===== config.mk =====
export PLATFORM = sky130hd
export DESIGN_NAME = alu_issue
export DESIGN_NICKNAME = d
export VERILOG_FILES = /design/src/rtl/alu_issue.sv
export SDC_FILE = /design/constraint.sdc
export NUM_CORES = 1
export LEC_CHECK = 0
export CELL_PAD_IN_SITES_DETAIL_PLACEMENT = 0
export CELL_PAD_IN_SITES_GLOBAL_PLACEMENT = 1
export CORE_AREA = 2 2 124 126
export CTS_BUF_LIST = sky130_fd_sc_hd__clkbuf_2
export DETAILED_ROUTE_END_ITERATION = 10
export DIE_AREA = 0 0 126 128
export DONT_BUFFER_PORTS = 1
export PLACE_DENSITY = 0.85
export SLEW_MARGIN = 40
export SYNTH_ARGS = -nofsm -noshare
export SYNTH_HDL_FRONTEND = slang
export SYNTH_SLANG_ARGS = --single-unit

===== constraint.sdc =====
create_clock -name clk -period 4.5 [get_ports clk]
set_input_delay 0.675 -clock clk [delete_from_list [all_inputs] [get_ports clk]]
set_output_delay 0.675 -clock clk [all_outputs]
set_load 0.005 [all_outputs]

===== src/rtl/alu_issue.sv =====
// ID/EX issue register for the integer ALU: decodes the ALU control code in ID,
// registers the instruction into EX, and forwards EX/MEM and MEM/WB results onto the EX operands.
module alu_issue (
    input  logic        clk,
    input  logic        rst_n,
    input  logic        stall,
    input  logic        flush,
    input  logic        id_valid,
    input  logic [1:0]  id_alu_op,
    input  logic [5:0]  id_funct,
    input  logic [5:0]  id_opcode,
    input  logic [4:0]  id_rs,
    input  logic [4:0]  id_rt,
    input  logic [4:0]  id_rd,
    input  logic        id_reg_write,
    input  logic [31:0] id_rs_data,
    input  logic [31:0] id_rt_data,
    input  logic [31:0] id_imm,
    input  logic        id_alu_src,
    input  logic        exmem_reg_write,
    input  logic        memwb_reg_write,
    input  logic [4:0]  exmem_rd,
    input  logic [4:0]  memwb_rd,
    input  logic [31:0] exmem_result,
    input  logic [31:0] memwb_data,
    output logic        ex_valid,
    output logic        ex_reg_write,
    output logic        ex_illegal,
    output logic [4:0]  ex_rd,
    output logic [31:0] ex_data1,
    output logic [31:0] ex_data2,
    output logic [31:0] ex_store_data,
    output logic [3:0]  ex_alu_control
);

    localparam int unsigned DW = 32;
    localparam int unsigned RW = 5;
    localparam int unsigned CW = 4;

    localparam logic [CW-1:0] CTL_AND = 4'b0000;
    localparam logic [CW-1:0] CTL_OR  = 4'b0001;
    localparam logic [CW-1:0] CTL_ADD = 4'b0010;
    localparam logic [CW-1:0] CTL_SUB = 4'b0110;
    localparam logic [CW-1:0] CTL_SLT = 4'b0111;
    localparam logic [CW-1:0] CTL_NOR = 4'b1100;
    localparam logic [CW-1:0] CTL_XOR = 4'b1101;

    localparam logic [RW-1:0] REG_ZERO = '0;

    typedef struct packed {
        logic          valid;
        logic [CW-1:0] alu_control;
        logic          illegal;
        logic [RW-1:0] rs;
        logic [RW-1:0] rt;
        logic [RW-1:0] rd;
        logic          reg_write;
        logic          alu_src;
        logic [DW-1:0] rs_data;
        logic [DW-1:0] rt_data;
        logic [DW-1:0] imm;
    } ex_t;

    localparam ex_t BUBBLE = '{
        valid:       1'b0,
        alu_control: CTL_ADD,
        illegal:     1'b0,
        rs:          '0,
        rt:          '0,
        rd:          '0,
        reg_write:   1'b0,
        alu_src:     1'b0,
        rs_data:     '0,
        rt_data:     '0,
        imm:         '0
    };

    logic [CW-1:0] dec_ctrl;
    logic          dec_illegal;
    ex_t           id_pkt;
    ex_t           ex_d;
    ex_t           ex_q;
    logic [DW-1:0] fwd_rs;
    logic [DW-1:0] fwd_rt;

    // ALU control decode; unknown encodings still issue as add but are flagged
    always_comb begin
        dec_ctrl    = CTL_ADD;
        dec_illegal = 1'b0;
        case (id_alu_op)
            2'b00: dec_ctrl = CTL_ADD;
            2'b01: dec_ctrl = CTL_SUB;
            2'b10: begin
                case (id_funct)
                    6'h20, 6'h21: dec_ctrl = CTL_ADD;
                    6'h22, 6'h23: dec_ctrl = CTL_SUB;
                    6'h24:        dec_ctrl = CTL_AND;
                    6'h25:        dec_ctrl = CTL_OR;
                    6'h26:        dec_ctrl = CTL_XOR;
                    6'h27:        dec_ctrl = CTL_NOR;
                    6'h2A:        dec_ctrl = CTL_SLT;
                    default:      dec_illegal = 1'b1;
                endcase
            end
            default: begin
                case (id_opcode)
                    6'h08, 6'h09: dec_ctrl = CTL_ADD;
                    6'h0C:        dec_ctrl = CTL_AND;
                    6'h0D:        dec_ctrl = CTL_OR;
                    6'h0E:        dec_ctrl = CTL_XOR;
                    6'h0A:        dec_ctrl = CTL_SLT;
                    default:      dec_illegal = 1'b1;
                endcase
            end
        endcase
    end

    // Packet presented by ID; an empty ID slot becomes a bubble
    always_comb begin
        id_pkt = BUBBLE;
        if (id_valid) begin
            id_pkt.valid       = 1'b1;
            id_pkt.alu_control = dec_ctrl;
            id_pkt.illegal     = dec_illegal;
            id_pkt.rs          = id_rs;
            id_pkt.rt          = id_rt;
            id_pkt.rd          = id_rd;
            id_pkt.reg_write   = id_reg_write;
            id_pkt.alu_src     = id_alu_src;
            id_pkt.rs_data     = id_rs_data;
            id_pkt.rt_data     = id_rt_data;
            id_pkt.imm         = id_imm;
        end
    end

    // Flush beats stall beats load
    always_comb begin
        ex_d = ex_q;
        if (flush) begin
            ex_d = BUBBLE;
        end else if (!stall) begin
            ex_d = id_pkt;
        end
    end

    always_ff @(posedge clk or negedge rst_n) begin
        if (!rst_n) begin
            ex_q <= BUBBLE;
        end else begin
            ex_q <= ex_d;
        end
    end

    // Forwarding: youngest producer wins, register 0 is never bypassed
    always_comb begin
        fwd_rs = ex_q.rs_data;
        if (exmem_reg_write && (exmem_rd != REG_ZERO) && (exmem_rd == ex_q.rs)) begin
            fwd_rs = exmem_result;
        end else if (memwb_reg_write && (memwb_rd != REG_ZERO) && (memwb_rd == ex_q.rs)) begin
            fwd_rs = memwb_data;
        end
    end

    always_comb begin
        fwd_rt = ex_q.rt_data;
        if (exmem_reg_write && (exmem_rd != REG_ZERO) && (exmem_rd == ex_q.rt)) begin
            fwd_rt = exmem_result;
        end else if (memwb_reg_write && (memwb_rd != REG_ZERO) && (memwb_rd == ex_q.rt)) begin
            fwd_rt = memwb_data;
        end
    end

    assign ex_valid       = ex_q.valid;
    assign ex_reg_write   = ex_q.reg_write;
    assign ex_illegal     = ex_q.illegal;
    assign ex_rd          = ex_q.rd;
    assign ex_alu_control = ex_q.alu_control;
    assign ex_data1       = fwd_rs;
    assign ex_store_data  = fwd_rt;
    assign ex_data2       = ex_q.alu_src ? ex_q.imm : fwd_rt;

endmodule


Yosys cells after proc, flatten, opt, wreduce, memory -nomap -nowiden

Cells that the tools add are included.

Flip-flop bits (word level): 119
Input port bits: 208

Eq/ne operators: 22
Muxes and demuxes: 14
Reductions and logical operators: 13

Operator list:

| operator                                                         | number |
|---|---|
| 119-bit two-way mux                                              | 3 |
| 32-bit two-way mux                                               | 5 |
| 6-bit == test (second input constant)                            | 9 |
| 6-bit by 4-bit == test with 1-bit output (second input constant) | 6 |
| 4-bit case mux with 6 select lines                               | 1 |
| 5-bit == test                                                    | 4 |
| 4-bit case mux with 4 select lines                               | 1 |
| 4-bit case mux with 3 select lines                               | 1 |
| 5-bit nonzero test                                               | 2 |
| 9-bit OR reduction                                               | 1 |
| 1-bit logical AND                                                | 6 |
| 6-bit OR reduction                                               | 1 |
| 2-bit OR reduction                                               | 2 |
| 2-bit by 1-bit == test with 1-bit output (second input constant) | 1 |
| 2-bit == test (second input constant)                            | 1 |
| 2-bit logical NOT                                                | 1 |
| 1-bit two-way mux                                                | 2 |
| 2-bit by 1-bit != test with 1-bit output (second input constant) | 1 |
| 1-bit case mux with 2 select lines                               | 1 |

Depth between registers and ports, before layout

Gate-level depths: netlist of run 1.

Word-level depth: 7
Gate-level depth with buffers: 7
Depth with buffers taken out: 5

Worst setup path before layout of run 1

No wires, ideal clock.

Kind: input to output
Start point: input port memwb_rd[1]
End point: output port ex_data2[23]
Data arrival time: 2.210 ns
Data required time: 3.825 ns
Slack: 1.615 ns
Stages: 7
Path through: xor2_1 -> or4b_1 -> buf_2 -> buf_6 -> o31ai_2 -> a31oi_1 -> mux2_2

Longest elaborated chain between the ends: 6
Elaborated cells between the ends (all ways): 7

Ends and longest elaborated chain:

| what                  | line | text |
|---|---|---|
| from (decl)           | 23   | `input logic [4:0] memwb_rd,` |
| 5-bit nonzero test    | 168  | `end else if (memwb_reg_write && (memwb_rd != REG_ZERO) && (memwb_rd == ex_q.rt)) begin` |
| 1-bit logical AND     | 168  |  |
| 1-bit logical AND *   | 168  |  |
| 32-bit two-way mux *  | 168  |  |
| 32-bit two-way mux *  | 166  | `if (exmem_reg_write && (exmem_rd != REG_ZERO) && (exmem_rd == ex_q.rt)) begin` |
| via ex_store_data[23] | 32   | `output logic [31:0] ex_store_data,` |
| 32-bit two-way mux *  | 180  | `assign ex_data2 = ex_q.alu_src ? ex_q.imm : fwd_rt;` |
| to (decl)             | 31   | `output logic [31:0] ex_data2,` |

The timed path passes the listed nets; every way through them passes the cells marked *.

Worst setup path in the final report of run 1

Start point: register ex_q[107] (netlist bit)
End point: output port ex_data2[24]

Longest elaborated chain between the ends: 5
Elaborated cells between the ends (all ways): 7

Ends and longest elaborated chain:

| what                   | line | text |
|---|---|---|
| from (decl)            | 82   | `ex_t ex_q;` |
| from (signal assigned) | 148  | `ex_q <= BUBBLE;` |
| from (signal assigned) | 150  | `ex_q <= ex_d;` |
| 5-bit == test          | 168  |  |
| 1-bit logical AND      | 168  |  |
| 32-bit two-way mux     | 168  |  |
| 32-bit two-way mux *   | 166  |  |
| 32-bit two-way mux *   | 180  |  |

Every way passes the cells marked *; elsewhere a longest branch is shown, timed or not.

==> impl_metrics.tcl, run 1 <==
set metrics [dict create \
    num-nets-final 893 \
    hold_violations 0 \
    required_ps 3830 \
    post-route-min-period_ps 4270 \
    drc 0 \
    slew_headroom_pct 43.1 \
    synthTopCellsByCount "dfrtp_1 (118), a22o_1 (114), clkbuf_1 (52), nor2_1 (41), nand2_1 (39)" \
    drt_iter0_drc 624 \
    num_rows 45 \
    hold_class "input pin to register" \
    slew_violations 0 \
    ant_nets 0 \
    regArea_mm2 0.00298 \
    crit_path_top_delay_cell "or4b_2" \
    critical_path.endpoint_type "primary output" \
    grt_max_degree 120 \
    h-tree-depth 4 \
    stdcell_area_mm2 0.00764 \
    synthDistinctLibCells 46 \
    die_width_um 126 \
    worst_pin_slew_ps 854 \
    max_freq_ghz 0.234 \
    synth_area_mm2 0.00709 \
    design.core.area_mm2 0.0149 \
    fin_skew_ps 0 \
    reg2reg_depth 1 \
    setup-violations-final 0 \
    synth_ff_type "dfrtp_1" \
    clkLatencyLatePin_ps 700 \
    synth_most_common_cell "dfrtp_1" \
    grt_overflow 0 \
    drtPass1Iterations 5 \
    critPathMaxFanout 22 \
    die-area_mm2 0.0161 \
    arrival_ps 3600 \
    setup_tns_ps 0 \
    total_power_mw 2.21 \
    reg2reg_setup_slack_ps 3380 \
    grt_antenna_before_repair 1 \
    ys_async_sr_fraction_pct 100 \
    syn_avg_cell_area_um2 9.96 \
    hpwl_um 15600 \
    place_congestion 0.928 \
    cts_hold_buf 2 \
    cpPeakStageDelay_ps 840 \
    routedWlPerCell_um 25.8 \
    syn-num-nets 920 \
    r2r_start "ex_q[96]$_DFFE_PN0P_" \
    synth.top_cell.area_share_pct 41.7 \
    fp.dieH_um 128 \
    cap_violations 0 \
    yosys.area.top_type "dfrtp_1" \
    syn_to_final_growth_pct 7.82 \
    use_met3_pct 8.18 \
    multiInputGateArea_mm2 0.00378 \
    grt_pass1_wl_um 35000 \
    num_vias 5931 \
    rsz0062_at_grt "false" \
    io-pin-count 316 \
    ctsLongestPathBuffers 2 \
    peakVddDrop_mv 0.179 \
    synth_edf_count 0 \
    postCtsResizedCells 0 \
    worstHoldPathCells 1 \
    leakage_nw 3.17 \
    synth_cells 712 \
    fin_crit_sh_pct 95.0 \
    status "finished clean" \
    powerDensity_mw_per_mm2 289 \
    grt_pass1_vias 6004 \
    grt.total_usage_pct 27.9 \
    yosysWarnings 0 \
    cts_buffers 17 \
    root_buffer "clkbuf_2" \
    ys_ff_latch 119 \
    use_met1_pct 35.9 \
    port_buffers 0 \
    cp_cell_sequence "xor2_4, buf_16, or4b_2, buf_4, or3_4, a211oi_2, o31ai_1" \
    startpoint "ex_q[107]$_DFFE_PN0P_" \
    busiest_layer "met2" \
    fillers 1369 \
    synthTopCellsByArea "dfrtp_1 (42%), a22o_1 (14%), o31ai_2 (4.8%)" \
    start_util_pct 47.7 \
    worstSetupPathType "register to primary output" \
    yosysSeqAreaShare_pct 42.0 \
    drive_above_1_share_pct 21.5 \
    start_kind "register" \
    hold_start "id_imm[22]" \
    drt-vias-per-instance 6.67 \
    cts_tree "done" \
    placed_area_mm2 0.00730 \
    use_met2_pct 46.0 \
    cts_setup_buffers 0 \
    totalWireLength_um 23000 \
    path_clk_slew_ps 190 \
    clock_sinks 119 \
]
## cell families after synthesis
| family | share of synthesized area, % |
|---|---|
| flops | 42.0 |
| simple gates | 13.9 |
| mux | 9.12 |
| xor+xnor | 2.59 |
| compound gates | 26.4 |
| buf+inv | 5.91 |
## path summary, 6_finish.rpt
check / end
max: ex_data2[24]
min: ex_q[22]$_DFFE_PN0P_
max reg2reg: ex_q[96]$_DFFE_PN0P_
min reg2reg: ex_alu_control[1]$_DFFE_PN1P_
max in group asynchronous: ex_q[56]$_DFFE_PN0P_
min in group asynchronous: ex_q[0]$_DFFE_PN0P_
## flip-flops by register name, indices dropped and copies added (netlist names)
register,flops
ex_q,107
ex_rd,5
ex_alu_control,4
ex_illegal,1
ex_reg_write,1
ex_valid,1
## critical path, delay by kind of cell, from the launching register on
kind | cells | cell delay (ps)
compound gates | 2 | 460
xor+xnor | 1 | 230
buf+inv | 2 | 470
flops | 1 | 500
simple gates | 2 | 1220
## area by class of cell
| type | count | share of cell area [%] |
|---|---|---|
| sequential | 119 | 39.0 |
| timing repair buffer | 43 | 5.17 |
| clock inverter | 11 | 1.72 |
| inverter | 2 | 0.0982 |
| multi-input combinational | 502 | 49.4 |
| clock buffer | 21 | 1.38 |
| tap | 188 | 3.08 |
| antenna | 3 | 0.0982 |
## layout by cell type, fill, tap and decap left out, drive strengths merged, types with 5 or more instances in the layout
cell type	n
a21oi	34
o21ai	5
clkinv	7
buf	41
nor4	30
nand3	32
a22o	114
xor2	9
xnor2	12
mux2i	32
mux2	29
o31ai	32
nor2	41
dfrtp	118
clkbuf	22
nor3	30
nand2	39
a31oi	29
## stage by stage
| stage | utilization, % | worst slack (ps) | cells | hold WS, ps |
|---|---|---|---|---|
| floorplan | - | 1610 | 712 | 379 |
| global placement | 49.0 | 793 | 850 | 382 |
| CTS | 51.0 | 194 | 884 | 15.9 |
| detailed placement | 49.1 | 814 | 850 | 383 |
| finish | 51.4 | 225 | 889 | 72.1 |
| global route | 51.4 | 53.1 | 888 | 3.82 |
## metal layers
layer	vias up	wire length, um	share of wire [%]
met5	-	0	0
li1	2664	-	-
met1	2910	9230	40
met4	0	410	1.8
met2	326	11300	49
met3	31	2070	9.0
## report_power, final
| group | switching (mW) | total [mW] | internal [mW] |
|---|---|---|---|
| Sequential | 0.0348 | 1.14 | 1.11 |
| Combinational | 0.205 | 0.337 | 0.133 |
| Clock | 0.413 | 0.725 | 0.311 |
Power figures use the tool's default switching activity.
==> run 2: changes to the inputs <==
--- a/config.mk
+++ b/config.mk
@@ -9,6 +9,7 @@
 export CELL_PAD_IN_SITES_GLOBAL_PLACEMENT = 1
 export CORE_AREA = 2 2 124 126
 export CTS_BUF_LIST = sky130_fd_sc_hd__clkbuf_2
+export CTS_CLUSTER_SIZE = 12
 export DETAILED_ROUTE_END_ITERATION = 10
 export DIE_AREA = 0 0 126 128
 export DONT_BUFFER_PORTS = 1
==> results of run 2 <==
Same layout as run 1: the final DEF is identical, and so are final timing and power.
==> run 3: changes to the inputs <==
--- a/config.mk
+++ b/config.mk
@@ -7,13 +7,13 @@
 export LEC_CHECK = 0
 export CELL_PAD_IN_SITES_DETAIL_PLACEMENT = 0
 export CELL_PAD_IN_SITES_GLOBAL_PLACEMENT = 1
-export CORE_AREA = 2 2 124 126
+export CORE_ASPECT_RATIO = 0.75
+export CORE_UTILIZATION = 52
 export CTS_BUF_LIST = sky130_fd_sc_hd__clkbuf_2
 export CTS_CLUSTER_SIZE = 12
 export DETAILED_ROUTE_END_ITERATION = 10
-export DIE_AREA = 0 0 126 128
 export DONT_BUFFER_PORTS = 1
-export PLACE_DENSITY = 0.85
+export PLACE_DENSITY = 0.9
 export SLEW_MARGIN = 40
 export SYNTH_ARGS = -nofsm -noshare
 export SYNTH_HDL_FRONTEND = slang
==> run 3 against run 2 <==
- wire length about the same
- final area increased by 0.21%
- cell count decreased by 1.6%
- utilization increased by 6.8 points
- critical endpoint is now ex_data2[4]
==> impl_metrics.tcl, run 3 (synthesis results as in run 1) <==
set metrics [dict create \
    cts_buffers 17 \
    totalWireLength_um 23000 \
    num_rows 36 \
    clock_sinks 119 \
    critPathMaxFanout 30 \
    diodes 0 \
    instances_no_fill 875 \
    crit_path_top_delay_cell "or4b_2" \
    drtPass1Iterations 5 \
    final.setup.worst_slack_ps 215 \
    routedWlPerCell_um 26.3 \
    num_vias 6085 \
    grt_overflow 0 \
    fin_skew_ps 0 \
    multiInputGateArea_mm2 0.00378 \
    h-tree-depth 4 \
    largest_reg_flops 107 \
    rsz0062_at_grt "false" \
    slew_violations 0 \
    post-route-min-period_ps 4290 \
    hold_class "input pin to register" \
    regArea_mm2 0.00298 \
    peakVddDrop_mv 0.242 \
    max_freq_ghz 0.233 \
    setup_tns_ps 0 \
    cts_tree "done" \
    grt_pass1_wl_um 33000 \
    status "finished clean" \
    die-area_mm2 0.0141 \
    fp.dieH_um 103 \
    hold_violations 0 \
    grt_antenna_before_repair 0 \
    hpwl_um 15600 \
    cp_cell_sequence "xor2_4, or4b_2, buf_4, o31ai_2, a31oi_1, mux2_2" \
    arrival_ps 3610 \
    placed_cells 839 \
    crit_buf_inv 1 \
    cpPeakStageDelay_ps 710 \
    leakage_nw 3.18 \
    fin_crit_sh_pct 95.2 \
    path_clk_slew_ps 210 \
    num-nets-final 899 \
    drt-vias-per-instance 6.95 \
    drt_iter0_drc 429 \
    use_met2_pct 50.8 \
    start_kind "register" \
    path_delay_family "simple AND/OR/NAND/NOR gates" \
    cap_violations 0 \
    root_buffer "clkbuf_2" \
    design.core.area_mm2 0.0132 \
    clkLatencyLatePin_ps 670 \
    port_buffers 0 \
    required_ps 3830 \
    grt.total_usage_pct 31.7 \
    post-place-ws_ps 820 \
    use_met1_pct 40.3 \
    total_power_mw 2.15 \
    busiest_layer "met2" \
    drive_above_1_share_pct 21.9 \
    final_common_cell "dfrtp_1" \
    ant_nets 0 \
    postCtsResizedCells 0 \
    powerDensity_mw_per_mm2 281 \
    drc 0 \
    use_met3_pct 10.2 \
    ctsLongestPathBuffers 2 \
    grt_pass1_vias 5794 \
    start_util_pct 53.9 \
    worst_pin_slew_ps 818 \
    largest_register "ex_q" \
    io-pin-count 316 \
    syn_to_final_growth_pct 8.05 \
    final_cell_mix "dfrtp_1 (117), a22o_1 (114), buf_4 (41)" \
    die_width_um 137 \
    fillers 1122 \
    place_congestion 0.826 \
    critical_path.endpoint_type "primary output" \
    setup-violations-final 0 \
    worstSetupPathType "register to primary output" \
    grt_max_degree 120 \
    slew_headroom_pct 45.5 \
]
[run 3: per-stage QoR]
step	instance area, um2	hold WS [ps]	utilization (%)
after global placement	7300	383	55.5
after floorplan	7090	379	-
final	7660	87.8	58.2
after CTS	7640	24.1	58.1
after global routing	7660	1.64	58.2
after detailed placement	7370	382	56.1
[run 3: timing repair]
action,CTS,global route
hold buffers,2,2
buffers inserted,0,0
endpoints found under the hold margin,119,2
[run 3: path summary, 6_finish.rpt]
kind                                               start                            end  slack, ps  cells after the start
max in group asynchronous                          rst_n           ex_q[46]$_DFFE_PN0P_       3390                      2
setup / recovery                   ex_q[107]$_DFFE_PN0P_                    ex_data2[4]        210                      6
setup reg to reg                    ex_q[96]$_DFFE_PN0P_           ex_q[96]$_DFFE_PN0P_       3400                      1
min in group asynchronous                          rst_n           ex_q[58]$_DFFE_PN0P_        590                      2
hold / removal                            id_rt_data[22]           ex_q[54]$_DFFE_PN0P_         90                      1
hold reg to reg            ex_alu_control[1]$_DFFE_PN1P_  ex_alu_control[1]$_DFFE_PN1P_        490                      2
[run 3: report_power, final]
| part | switching [mW] | leakage, nW | internal (mW) | total [mW] |
|---|---|---|---|---|
| combinational | 0.204 | 1.43 | 0.132 | 0.336 |
| clock | 0.426 | 0.129 | 0.248 | 0.674 |
| sequential | 0.0346 | 1.62 | 1.11 | 1.14 |
[run 3: area by class of cell]
type | count | share of cell area [%]
multi-input cells | 502 | 49.3
clock buffers | 18 | 1.18
inverters | 2 | 0.0980
clock inverters | 14 | 1.76
repair buffers | 49 | 5.90
well taps | 171 | 2.79
flip-flops and latches | 119 | 38.9
[run 3: per-layer routing]
layer  share of wire [%]  wire, um
met1                  40      9240
met2                  47     10900
met3                  10      2400
met4                 1.9       430
met5                   0         0
